<file path="src/rtl/manchester_rx.sv">
// rtl/manchester_rx.sv - Manchester line receiver: start-symbol check, 8-bit MSB-first decode, IEEE/Thomas modes.
module manchester_rx #(
   parameter int HALF = 4
) (
   input  logic       clk,
   input  logic       rst_n,
   input  logic       enable,
   input  logic       mode,
   input  logic       rx_in,
   output logic [7:0] data_out,
   output logic       data_valid,
   output logic       error,
   output logic       busy
);

   typedef enum logic [1:0] {IDLE, START, DATA, DONE} state_t;

   localparam logic [7:0] PH_LAST   = 8'(HALF - 1);
   localparam logic [7:0] PH_SAMPLE = 8'(HALF / 2);
   localparam logic [4:0] K_LAST    = 5'd17;

   state_t     state, state_next;
   logic       sync1, rx_s, rx_prev;
   logic [1:0] fill;
   logic       rise;
   logic [7:0] ph, ph_next;
   logic [4:0] k, k_next;
   logic       first, first_next;
   logic       mode_l, mode_l_next;
   logic [7:0] shreg, shreg_next;
   logic [7:0] data_next;
   logic       valid_next, error_next;
   logic       sample;

   // fill blocks a false edge while the synchronizer refills after reset
   always_ff @(posedge clk or negedge rst_n) begin
      if (!rst_n) begin
         sync1   <= 1'b0;
         rx_s    <= 1'b0;
         rx_prev <= 1'b0;
         fill    <= 2'd0;
      end else begin
         sync1   <= rx_in;
         rx_s    <= sync1;
         rx_prev <= rx_s;
         if (fill != 2'd3) fill <= fill + 2'd1;
      end
   end

   assign rise   = rx_s && !rx_prev && (fill == 2'd3);
   assign sample = (ph == PH_SAMPLE);

   always_ff @(posedge clk or negedge rst_n) begin
      if (!rst_n) begin
         state      <= IDLE;
         ph         <= 8'd0;
         k          <= 5'd0;
         first      <= 1'b0;
         mode_l     <= 1'b0;
         shreg      <= 8'd0;
         data_out   <= 8'd0;
         data_valid <= 1'b0;
         error      <= 1'b0;
      end else begin
         state      <= state_next;
         ph         <= ph_next;
         k          <= k_next;
         first      <= first_next;
         mode_l     <= mode_l_next;
         shreg      <= shreg_next;
         data_out   <= data_next;
         data_valid <= valid_next;
         error      <= error_next;
      end
   end

   always_comb begin
      state_next  = state;
      ph_next     = ph;
      k_next      = k;
      first_next  = first;
      mode_l_next = mode_l;
      shreg_next  = shreg;
      data_next   = data_out;
      valid_next  = 1'b0;
      error_next  = 1'b0;

      if (!enable) begin
         state_next = IDLE;
      end else begin
         case (state)
            IDLE: begin
               if (rise) begin
                  state_next  = START;
                  ph_next     = 8'd1;
                  k_next      = 5'd0;
                  mode_l_next = mode;
                  shreg_next  = 8'd0;
               end
            end
            START, DATA: begin
               if (ph == PH_LAST) begin
                  ph_next = 8'd0;
                  k_next  = k + 5'd1;
               end else begin
                  ph_next = ph + 8'd1;
               end
               // even samples hold the first half; odd samples complete a symbol
               if (sample) begin
                  if (!k[0]) begin
                     first_next = rx_s;
                  end else if (state == START) begin
                     if (first && !rx_s) begin
                        state_next = DATA;
                     end else begin
                        state_next = IDLE;
                        error_next = 1'b1;
                     end
                  end else if (first == rx_s) begin
                     state_next = IDLE;
                     error_next = 1'b1;
                  end else begin
                     shreg_next = {shreg[6:0], (mode_l ? rx_s : first)};
                     if (k == K_LAST) begin
                        state_next = DONE;
                        data_next  = shreg_next;
                        valid_next = 1'b1;
                     end
                  end
               end
            end
            DONE: begin
               state_next = IDLE;
            end
            default: begin
               state_next = IDLE;
            end
         endcase
      end
   end

   assign busy = (state != IDLE);

endmodule

</file>
<file path="config.mk">
export PLATFORM = sky130hd
export DESIGN_NAME = manchester_rx
export DESIGN_NICKNAME = d
export VERILOG_FILES = /design/src/rtl/manchester_rx.sv
export SDC_FILE = /design/constraint.sdc
export NUM_CORES = 1
export LEC_CHECK = 0
export ABC_AREA = 0
export BUFFER_PORTS_ARGS = -buffer_cell sky130_fd_sc_hd__buf_2
export CAP_MARGIN = 20
export CORE_MARGIN = 2
export CORE_UTILIZATION = 37
export CTS_CLUSTER_DIAMETER = 50
export DETAILED_ROUTE_END_ITERATION = 8
export SYNTH_ARGS = -nofsm -noshare
export SYNTH_HDL_FRONTEND = slang
export SYNTH_SLANG_ARGS = --single-unit
</file>
<file path="constraint.sdc">
create_clock -name clk -period 3.75 [get_ports clk]
set_input_delay 0.9375 -clock clk [delete_from_list [all_inputs] [get_ports clk]]
set_output_delay 0.9375 -clock clk [all_outputs]
set_load 0.02 [all_outputs]
</file>
==> impl_metrics.toml, run 1 <==
[drt]
routed_wl_mm = 3.59
drt_iter0_drc = 104
post_drt_wl_per_cell_um = 14.2
drt_first_pass_iters = 4
viasPerCell = 5.36
num_vias = 1355
ant_nets = 0
drc = 0

[sta]
setup_ws_ps = 1180
tightest_slew_ps = 847
min_period_ps = 2570
setup_viol_count_final = 0
rsz0062_at_grt = "no"
setup-tns-final_ps = 0
skew_ps = 6.21
finalHoldViolations = 0
period_share_pct = 68.6
drv_slew = 0
fmax_ghz = 0.389
relSlewSlack_pct = 43.5

[grt]
grt_max_degree = 40
grt_pass1_wl_mm = 6.27
antenna_found_initial = 0
grt_pass1_vias = 1378
overflow = 0
grt_use_total_pct = 14.6

[critical_path]
r2r_setup_slack_ps = 1180
start_kind = "flop"
cp-end-kind = "flop"
arrival_ps = 2760
crit_chain = "inv_1 -> ha_1 -> clkinv_1 -> a31oi_1 -> nor2_1 -> mux2_2"
path_delay_family = "compound AO/OA/AOI/OAI gates"
critPathKind = "reg -> reg"
crit_buf_inv = 2
required_ps = 3930
cpPeakStageDelay_ps = 670
cp_max_fo = 12
timing.critical_path.slowest_stage_cell = "a31oi_1"

[finish]
layoutNonFillerInstCount = 253
drive_above_1_share_pct = 21.9
final_nets = 196
syn_to_final_growth_pct = 13.1
final_common_cell = "dfrtp_1"
final-seq-area_um2 = 976
multi_input_area_um2 = 885
nFillCells = 468
final_cell_mix = "39 x dfrtp_1, 15 x buf_2, 13 x mux2_2"
num_antenna_cells = 0

[placement]
portBuffers = 15
globalplace.congestion = 0.853
hpwl_mm = 2.60
preCtsSetupSlack_ps = 1220
dp_cells = 245

[synth]
syn_inst = 163
async_flop_share_pct = 100
synth-simple-area-share_pct = 16.3
ys.flop_type = "dfrtp_1"
syn-cell-area_mm2 = 0.00191
synth_fa_ha_area_share_pct = 5.91
synth_edf_count = 0
synth.net_count = 177
synth_warnings = 0
syn_area_per_cell_um2 = 11.7
synthMuxAreaShare_pct = 8.21
synth_cell_type_count = 41
synthXorXnorAreaFrac_pct = 1.84
synth_top_family_by_area = "simple AND/OR/NAND/NOR gates"
synth-seq-cells = 39
synth_compound_area_share_pct = 14.2
yosysSeqAreaShare_pct = 51.2

[clock_network]
clock_latency_ps = 290
clk_pin_slew_ps = 80
cts.sinks = 39
cts_tree = "yes"
ctsResizeCount = 0
htree_levels = 2
cts-buffers-inserted = 5
clockBufferDepth = 2
cts_root_buf = "clkbuf_8"
post_cts_buffers = 0
hold_buffers = 0

[power_and_ir_drop]
p_per_area_mw_per_mm2 = 473
leakagePower_nw = 0.967
total_power_mw = 1.02
irDropWorstVdd_v = 0.000203

[die]
dieArea_mm2 = 0.00574
die_x_um = 75.8
die_h_um = 75.8
start_util_pct = 37.8
core_area_mm2 = 0.00504
pin_count = 16
rows = 26

[job]
maxCapViolations = 0

[outcome]
outcome = "finished, final reports clean"

[worst_hold_path]
hold_path_class = "reg -> reg"
-- metrics by stage --
step	utilization [%]	area, µm²	hold slack (ps)
floorplan	-	1910	331
global placement	40.8	2060	339
detailed placement	40.8	2060	344
CTS	42.8	2160	363
global route	42.8	2160	365
finish	42.8	2160	359
-- registers in the layout, summed over array words and instances (netlist names) --
name / cells
data_out: 8
data_valid: 1
error: 1
fill: 2
first: 1
k: 5
mode_l: 1
ph: 8
rx_prev: 1
rx_s: 1
shreg: 7
state: 2
sync1: 1
-- power breakdown --
group / internal, mW / switching, mW / total [mW] / leakage [nW]
registers: 0.461 / 0.0671 / 0.528 / 0.514
logic: 0.0778 / 0.112 / 0.190 / 0.405
clock network: 0.150 / 0.152 / 0.302 / 0.0474
-- path summary, 6_finish.rpt --
kind / from / endpoint / cells after the start
max: state[0] / k[0] / 6
min: sync1 / rx_s / 0
min in group asynchronous: rst_n / k[0] / 1
max reg2reg: state[0] / k[0] / 6
min reg2reg: sync1 / rx_s / 0
max in group asynchronous: rst_n / shreg[6] / 1
-- cells in the mapped netlist, types with 3 or more instances --
library cell | instances | area, µm²
a211o_1 | 3 | 26.3
ha_1 | 9 | 113
a211oi_1 | 4 | 30.0
dfrtp_1 | 39 | 976
a22o_1 | 8 | 70.1
xnor2_1 | 4 | 35.0
nor2_1 | 9 | 33.8
a21oi_1 | 4 | 20.0
mux2_2 | 13 | 146
or3_1 | 3 | 18.8
inv_1 | 8 | 30.0
clkbuf_1 | 3 | 11.3
nand4_1 | 8 | 50.1
o21ai_0 | 5 | 25.0
nand2_1 | 7 | 26.3
-- layer usage --
metal  track usage [%]  part of all wire [%]  up-vias
li1                  -                     -      652
met1              19.4                    49      673
met2              23.2                    46       25
met3              3.97                   3.3        5
met4              4.68                   1.2        0
met5                 0                     0        -
-- cell families after synthesis --
| group | count (synthesis) |
|---|---|
| adders and majority gates | 9 |
| xor gates and xnor gates | 4 |
| AOI/OAI and AO/OA | 36 |
| DFF | 39 |
| buffers and inverters | 12 |
| and+or+nand+nor | 49 |
| muxes | 14 |
-- final cells by class --
class	instances	area share, %
repair buffers	15	3.48
inverters	9	1.57
clock buffers	6	3.83
flip-flops and latches	39	45.3
well taps	70	4.06
clock inverters	2	0.754
multi-input cells	112	41.0
-- worst reg2reg max path: stages (launching register included) --
cell      delay, ps
dfrtp_1         390
inv_1            70
ha_1            510
clkinv_1        310
a31oi_1         670
nor2_1          190
mux2_2          320
(Power assumes the default switching activity.)
==> run 2: changes to the inputs <==
==> constraint.sdc (replaced) <==
create_clock -name clk -period 2.4 [get_ports clk]
set_input_delay 0.6 -clock clk [delete_from_list [all_inputs] [get_ports clk]]
set_output_delay 0.6 -clock clk [all_outputs]
set_load 0.02 [all_outputs]
==> run 2 against run 1 <==
  * Final cell count increased by 2.4%
  * Die area is the same
  * Sequential share of layout area down 1.5 points
  * Clock skew about the same
  * Hold slack worse by 1.2 ps
  * Highest routed layer unchanged
==> impl_metrics.toml, run 2 (synthesis results as in run 1) <==
[critical_path]
cp-end-kind = "flop"
start_kind = "flop"
timing.critical_path.slowest_stage_cell = "ha_1"
arrival_ps = 2370
required_ps = 2580
path_delay_family = "compound AO/OA/AOI/OAI gates"
crit_chain = "inv_1 -> ha_1 -> nand2b_1 -> a21bo_2 -> or3_1 -> o41ai_2"
cpPeakStageDelay_ps = 420
cp_max_fo = 14
crit_buf_inv = 1
critPathKind = "reg -> reg"

[clock_network]
clock_latency_ps = 290
hold_buffers = 0
cts-buffers-inserted = 5
clockBufferDepth = 2
htree_levels = 2
cts_root_buf = "clkbuf_8"
cts.sinks = 39
cts_tree = "yes"
clk_pin_slew_ps = 80

[drt]
dr_wl_met2_mm = 1.92
routed.top_layer = "met4"
drt_first_pass_iters = 4
wl_met3_um = 145
viasPerCell = 5.47
drt_iter0_drc = 68
post_drt_wl_per_cell_um = 15.0
ant_nets = 0
routed_wl_mm = 3.89
wl_met1_mm = 1.76
drc = 0
num_vias = 1416

[sta]
finalHoldViolations = 0
relSlewSlack_pct = 42.0
period_share_pct = 91.3
setup_ws_ps = 208
skew_ps = 6.09
drv_slew = 0
rsz0062_at_grt = "no"
tightest_slew_ps = 870
setup-tns-final_ps = 0
min_period_ps = 2190
fmax_ghz = 0.456
setup_viol_count_final = 0

[die]
die_h_um = 75.8
dieArea_mm2 = 0.00574
die_x_um = 75.8
start_util_pct = 37.8
core_area_mm2 = 0.00504
rows = 26
pin_count = 16

[power_and_ir_drop]
leakagePower_nw = 1.01
p_per_area_mw_per_mm2 = 775
irDropWorstVdd_v = 0.000370

[outcome]
outcome = "finished, final reports clean"

[placement]
hpwl_mm = 2.84
place_area_mm2 = 0.00210
globalplace.congestion = 0.918
preCtsSetupSlack_ps = 137
portBuffers = 15

[finish]
final_cell_mix = "39 x dfrtp_1, 15 x buf_2, 13 x mux2_2"
final_core_util_pct = 44.2
multi_input_area_um2 = 892
largestRegisters = "data_out (8), ph (8), shreg (7)"
final_area_mm2 = 0.00223
final_common_cell = "dfrtp_1"
final-seq-area_um2 = 976
final_nets = 202
drive_above_1_share_pct = 24.9
num_antenna_cells = 0
nFillCells = 456
syn_to_final_growth_pct = 17.1

[job]
maxCapViolations = 0

[grt]
grt_pass1_vias = 1439
overflow = 0
grt_use_total_pct = 15.5
grt_max_degree = 40
antenna_found_initial = 0
grt_pass1_wl_mm = 6.62

[worst_hold_path]
hold_path_class = "reg -> reg"
## run 2: cell types whose count changed in the layout (fill, tap and decap cells not counted), sizes merged
cell      change
buf           +6
bufinv        +1
clkinv        -1
clkinvlp      -1
inv           +1
## run 2: per-layer routing
metal,track usage [%],up-vias
met1,19.2,714
met4,5.26,0
met3,4.23,8
met2,26.1,32
li1,-,662
met5,0,-
## run 2: timing repair
item | CTS | global route
buffers inserted | 0 | 0
gates resized for setup | 0 | 1
setup endpoints to repair | 0 | 1
## run 2: path summary, 6_finish.rpt
path,startpoint,end,slack [ps],cells after the start
hold / removal,sync1,rx_s,360,0
max in group asynchronous,rst_n,k[2],1430,1
hold reg to reg,sync1,rx_s,360,0
min in group asynchronous,rst_n,k[1],410,1
setup reg to reg,state[0],ph[6],210,6
setup / recovery,state[0],ph[6],210,6
## run 2: stage by stage
stage	cells	hold WS, ps	total power [mW]
finish	259	358	1.73
CTS	259	362	1.74
global placement	251	337	1.13
global route	259	364	1.83
floorplan	163	304	1.04
detailed placement	251	343	1.15
## run 2: cell type report
cell class | instances | share of cell area [%]
Clock inverter | 2 | 1.74
Multi-Input combinational cell | 112 | 40.0
Clock buffer | 6 | 3.70
Timing Repair Buffer | 21 | 5.38
Inverter | 9 | 1.51
Tap cell | 70 | 3.93
Sequential cell | 39 | 43.7
## run 2: power by group
group | total, mW | leakage, nW | switching, mW | internal, mW
logic | 0.321 | 0.439 | 0.184 | 0.138
clock network | 0.584 | 0.0618 | 0.242 | 0.342
registers | 0.824 | 0.514 | 0.104 | 0.720
total | 1.73 | 1.01 | 0.529 | 1.20
==> run 3: changes to the inputs <==
--- a/config.mk
+++ b/config.mk
@@ -8,7 +8,6 @@
 export ABC_AREA = 0
 export BUFFER_PORTS_ARGS = -buffer_cell sky130_fd_sc_hd__buf_2
 export CAP_MARGIN = 20
-export CORE_MARGIN = 2
 export CORE_UTILIZATION = 37
 export CTS_CLUSTER_DIAMETER = 50
 export DETAILED_ROUTE_END_ITERATION = 8
==> constraint.sdc (replaced) <==
create_clock -name clk -period 2.7 [get_ports clk]
set_input_delay 0.675 -clock clk [delete_from_list [all_inputs] [get_ports clk]]
set_output_delay 0.675 -clock clk [all_outputs]
set_load 0.02 [all_outputs]
==> run 3 against run 2 <==
  * Flip-flop and latch count did not move
  * Clock power fell by 36%
  * Via count fell by 5.3%
  * Register-to-register slack improved by 200 ps
  * Wire length fell by 5.8%
  * Setup slack improved by 200 ps
  * Critical path type unchanged
  * Critical endpoint is now data_out[4]
  * Largest cell class unchanged
==> impl_metrics.toml, run 3 (synthesis results as in run 1) <==
[outcome]
outcome = "finished, final reports clean"

[drt]
viasPerCell = 5.30
drc = 0
drt_first_pass_iters = 4
routed_wl_mm = 3.66
post_drt_wl_per_cell_um = 14.5
num_vias = 1341
drt_iter0_drc = 52
ant_nets = 0

[worst_hold_path]
holdPathStages = 0
hold_path_class = "reg -> reg"
hp-start = "sync1"
whs_endpoint = "rx_s"

[clock_network]
cts_tree = "yes"
post_cts_buffers = 0
clk_pin_slew_ps = 70
ctsResizeCount = 0
htree_levels = 2
cts.sinks = 39
cts-buffers-inserted = 5
clockBufferDepth = 2
clock_latency_ps = 280
hold_buffers = 0
cts_root_buf = "clkbuf_8"

[critical_path]
start_kind = "flop"
cp-end-kind = "flop"
ff2ff_path_depth = 6
r2r_setup_slack_ps = 410
cpMostUsedCell = "inv_1"
arrival_ps = 2460
r2r_start = "rx_s"
crit_chain = "inv_1 -> ha_1 -> nor2_1 -> inv_1 -> nor4_4 -> mux2_2"
cp_max_fo = 8
r2r-end = "data_out[4]"
timing.critical_path.slowest_stage_cell = "nor4_4"
required_ps = 2870
cpPeakStageDelay_ps = 570
critPathKind = "reg -> reg"

[finish]
nFillCells = 448
drive_above_1_share_pct = 22.0
final_common_cell = "dfrtp_1"
num_antenna_cells = 0
largestRegisters = "data_out (8), ph (8), shreg (7)"
layoutNonFillerInstCount = 253
syn_to_final_growth_pct = 13.2
final_nets = 199
final_cell_mix = "39 x dfrtp_1, 15 x buf_2, 13 x mux2_2"

[job]
maxCapViolations = 0

[sta]
period_share_pct = 84.8
relSlewSlack_pct = 43.9
rsz0062_at_grt = "no"
drv_slew = 0
setup-tns-final_ps = 0
finalHoldViolations = 0
setup_viol_count_final = 0
skew_ps = 3.92
fmax_ghz = 0.437
hold_ws_ps = 351
min_period_ps = 2290
tightest_slew_ps = 841

[die]
rows = 25
pin_count = 16
core_area_mm2 = 0.00485
die_x_um = 73.8
dieArea_mm2 = 0.00544
die_h_um = 73.8
start_util_pct = 39.3

[grt]
grt_pass1_wl_mm = 6.33
grt_pass1_vias = 1347
overflow = 0
grt_use_total_pct = 15.8
antenna_found_initial = 0
grt_max_degree = 40

[power_and_ir_drop]
p_per_area_mw_per_mm2 = 638
pwr-share-clk_pct = 27.1
switching_share_pct = 31.9
total_power_mw = 1.38
p_sw_mw = 0.440
comb_power_share_pct = 19.7
pwr-share-seq_pct = 53.2
p_int_mw = 0.937
leakagePower_nw = 0.977
irDropWorstVdd_v = 0.000314

[placement]
globalplace.congestion = 0.824
portBuffers = 15
hpwl_mm = 2.66
dp_cells = 245
-- run 3: cell count changes in the layout (fill, tap and decap cells not counted) --
cell       delta
o41ai_2       -1
clkbuf_1      +2
buf_4         -3
bufinv_16     -1
o41ai_1       +1
clkinv_2      +1
clkbuf_8      -1
inv_6         -1
-- run 3: critical path, delay by kind of cell, from the launching register on --
family                   cells  cell delay, ps
adder cells (fa/ha/maj)      1             290
buffers and inverters        2             180
flip-flops                   1             420
multiplexers                 1             410
AND/OR/NAND/NOR              2             880
-- run 3: stage by stage --
step	util [%]	instance area [µm²]	setup WS [ps]
after CTS	44.5	2160	386
after global routing	44.5	2160	229
final	44.5	2160	409
after detailed placement	42.8	2080	411
after global placement	42.8	2080	457
after floorplan	-	1910	638
-- run 3: per-layer routing --
| layer | share of wire, % | track usage (%) | up-vias |
|---|---|---|---|
| li1 | - | - | 655 |
| met1 | 48 | 20.3 | 663 |
| met2 | 47 | 24.4 | 19 |
| met3 | 3.6 | 4.39 | 4 |
| met4 | 1.7 | 7.48 | 0 |
| met5 | 0 | 0 | - |
-- run 3: area by class of cell --
type	count	area, µm²	area share, %
multi-input cells	112	885	41.0
inverters	9	33.8	1.57
clock inverters	1	5.00	0.232
repair buffers	18	97.6	4.52
clock buffers	7	76.3	3.54
well taps	67	83.8	3.89
flip-flops and latches	39	976	45.2
-- run 3: worst max path at each step --
| stage | startpoint | end | slack [ps] | depth (start not counted) |
|---|---|---|---|---|
| after floorplan | state[0] | data_out[0] | 640 | 6 |
| after global placement | rx_s | data_out[4] | 460 | 6 |
| after detailed placement | rx_s | data_out[4] | 410 | 6 |
| after CTS | rx_s | data_out[4] | 390 | 6 |
| after global routing | state[0] | shreg[0] | 230 | 6 |
| final | rx_s | data_out[4] | 410 | 6 |
-- run 3: power groups by stage --
stage          logic (mW)  clock network, mW  registers [mW]
6_report            0.272              0.373           0.732
5_1_grt             0.311              0.413           0.743
4_1_cts             0.274              0.387           0.731
3_5_place_dp        0.272                  0           0.742
3_3_place_gp        0.264                  0           0.741
2_1_floorplan       0.200                  0           0.720
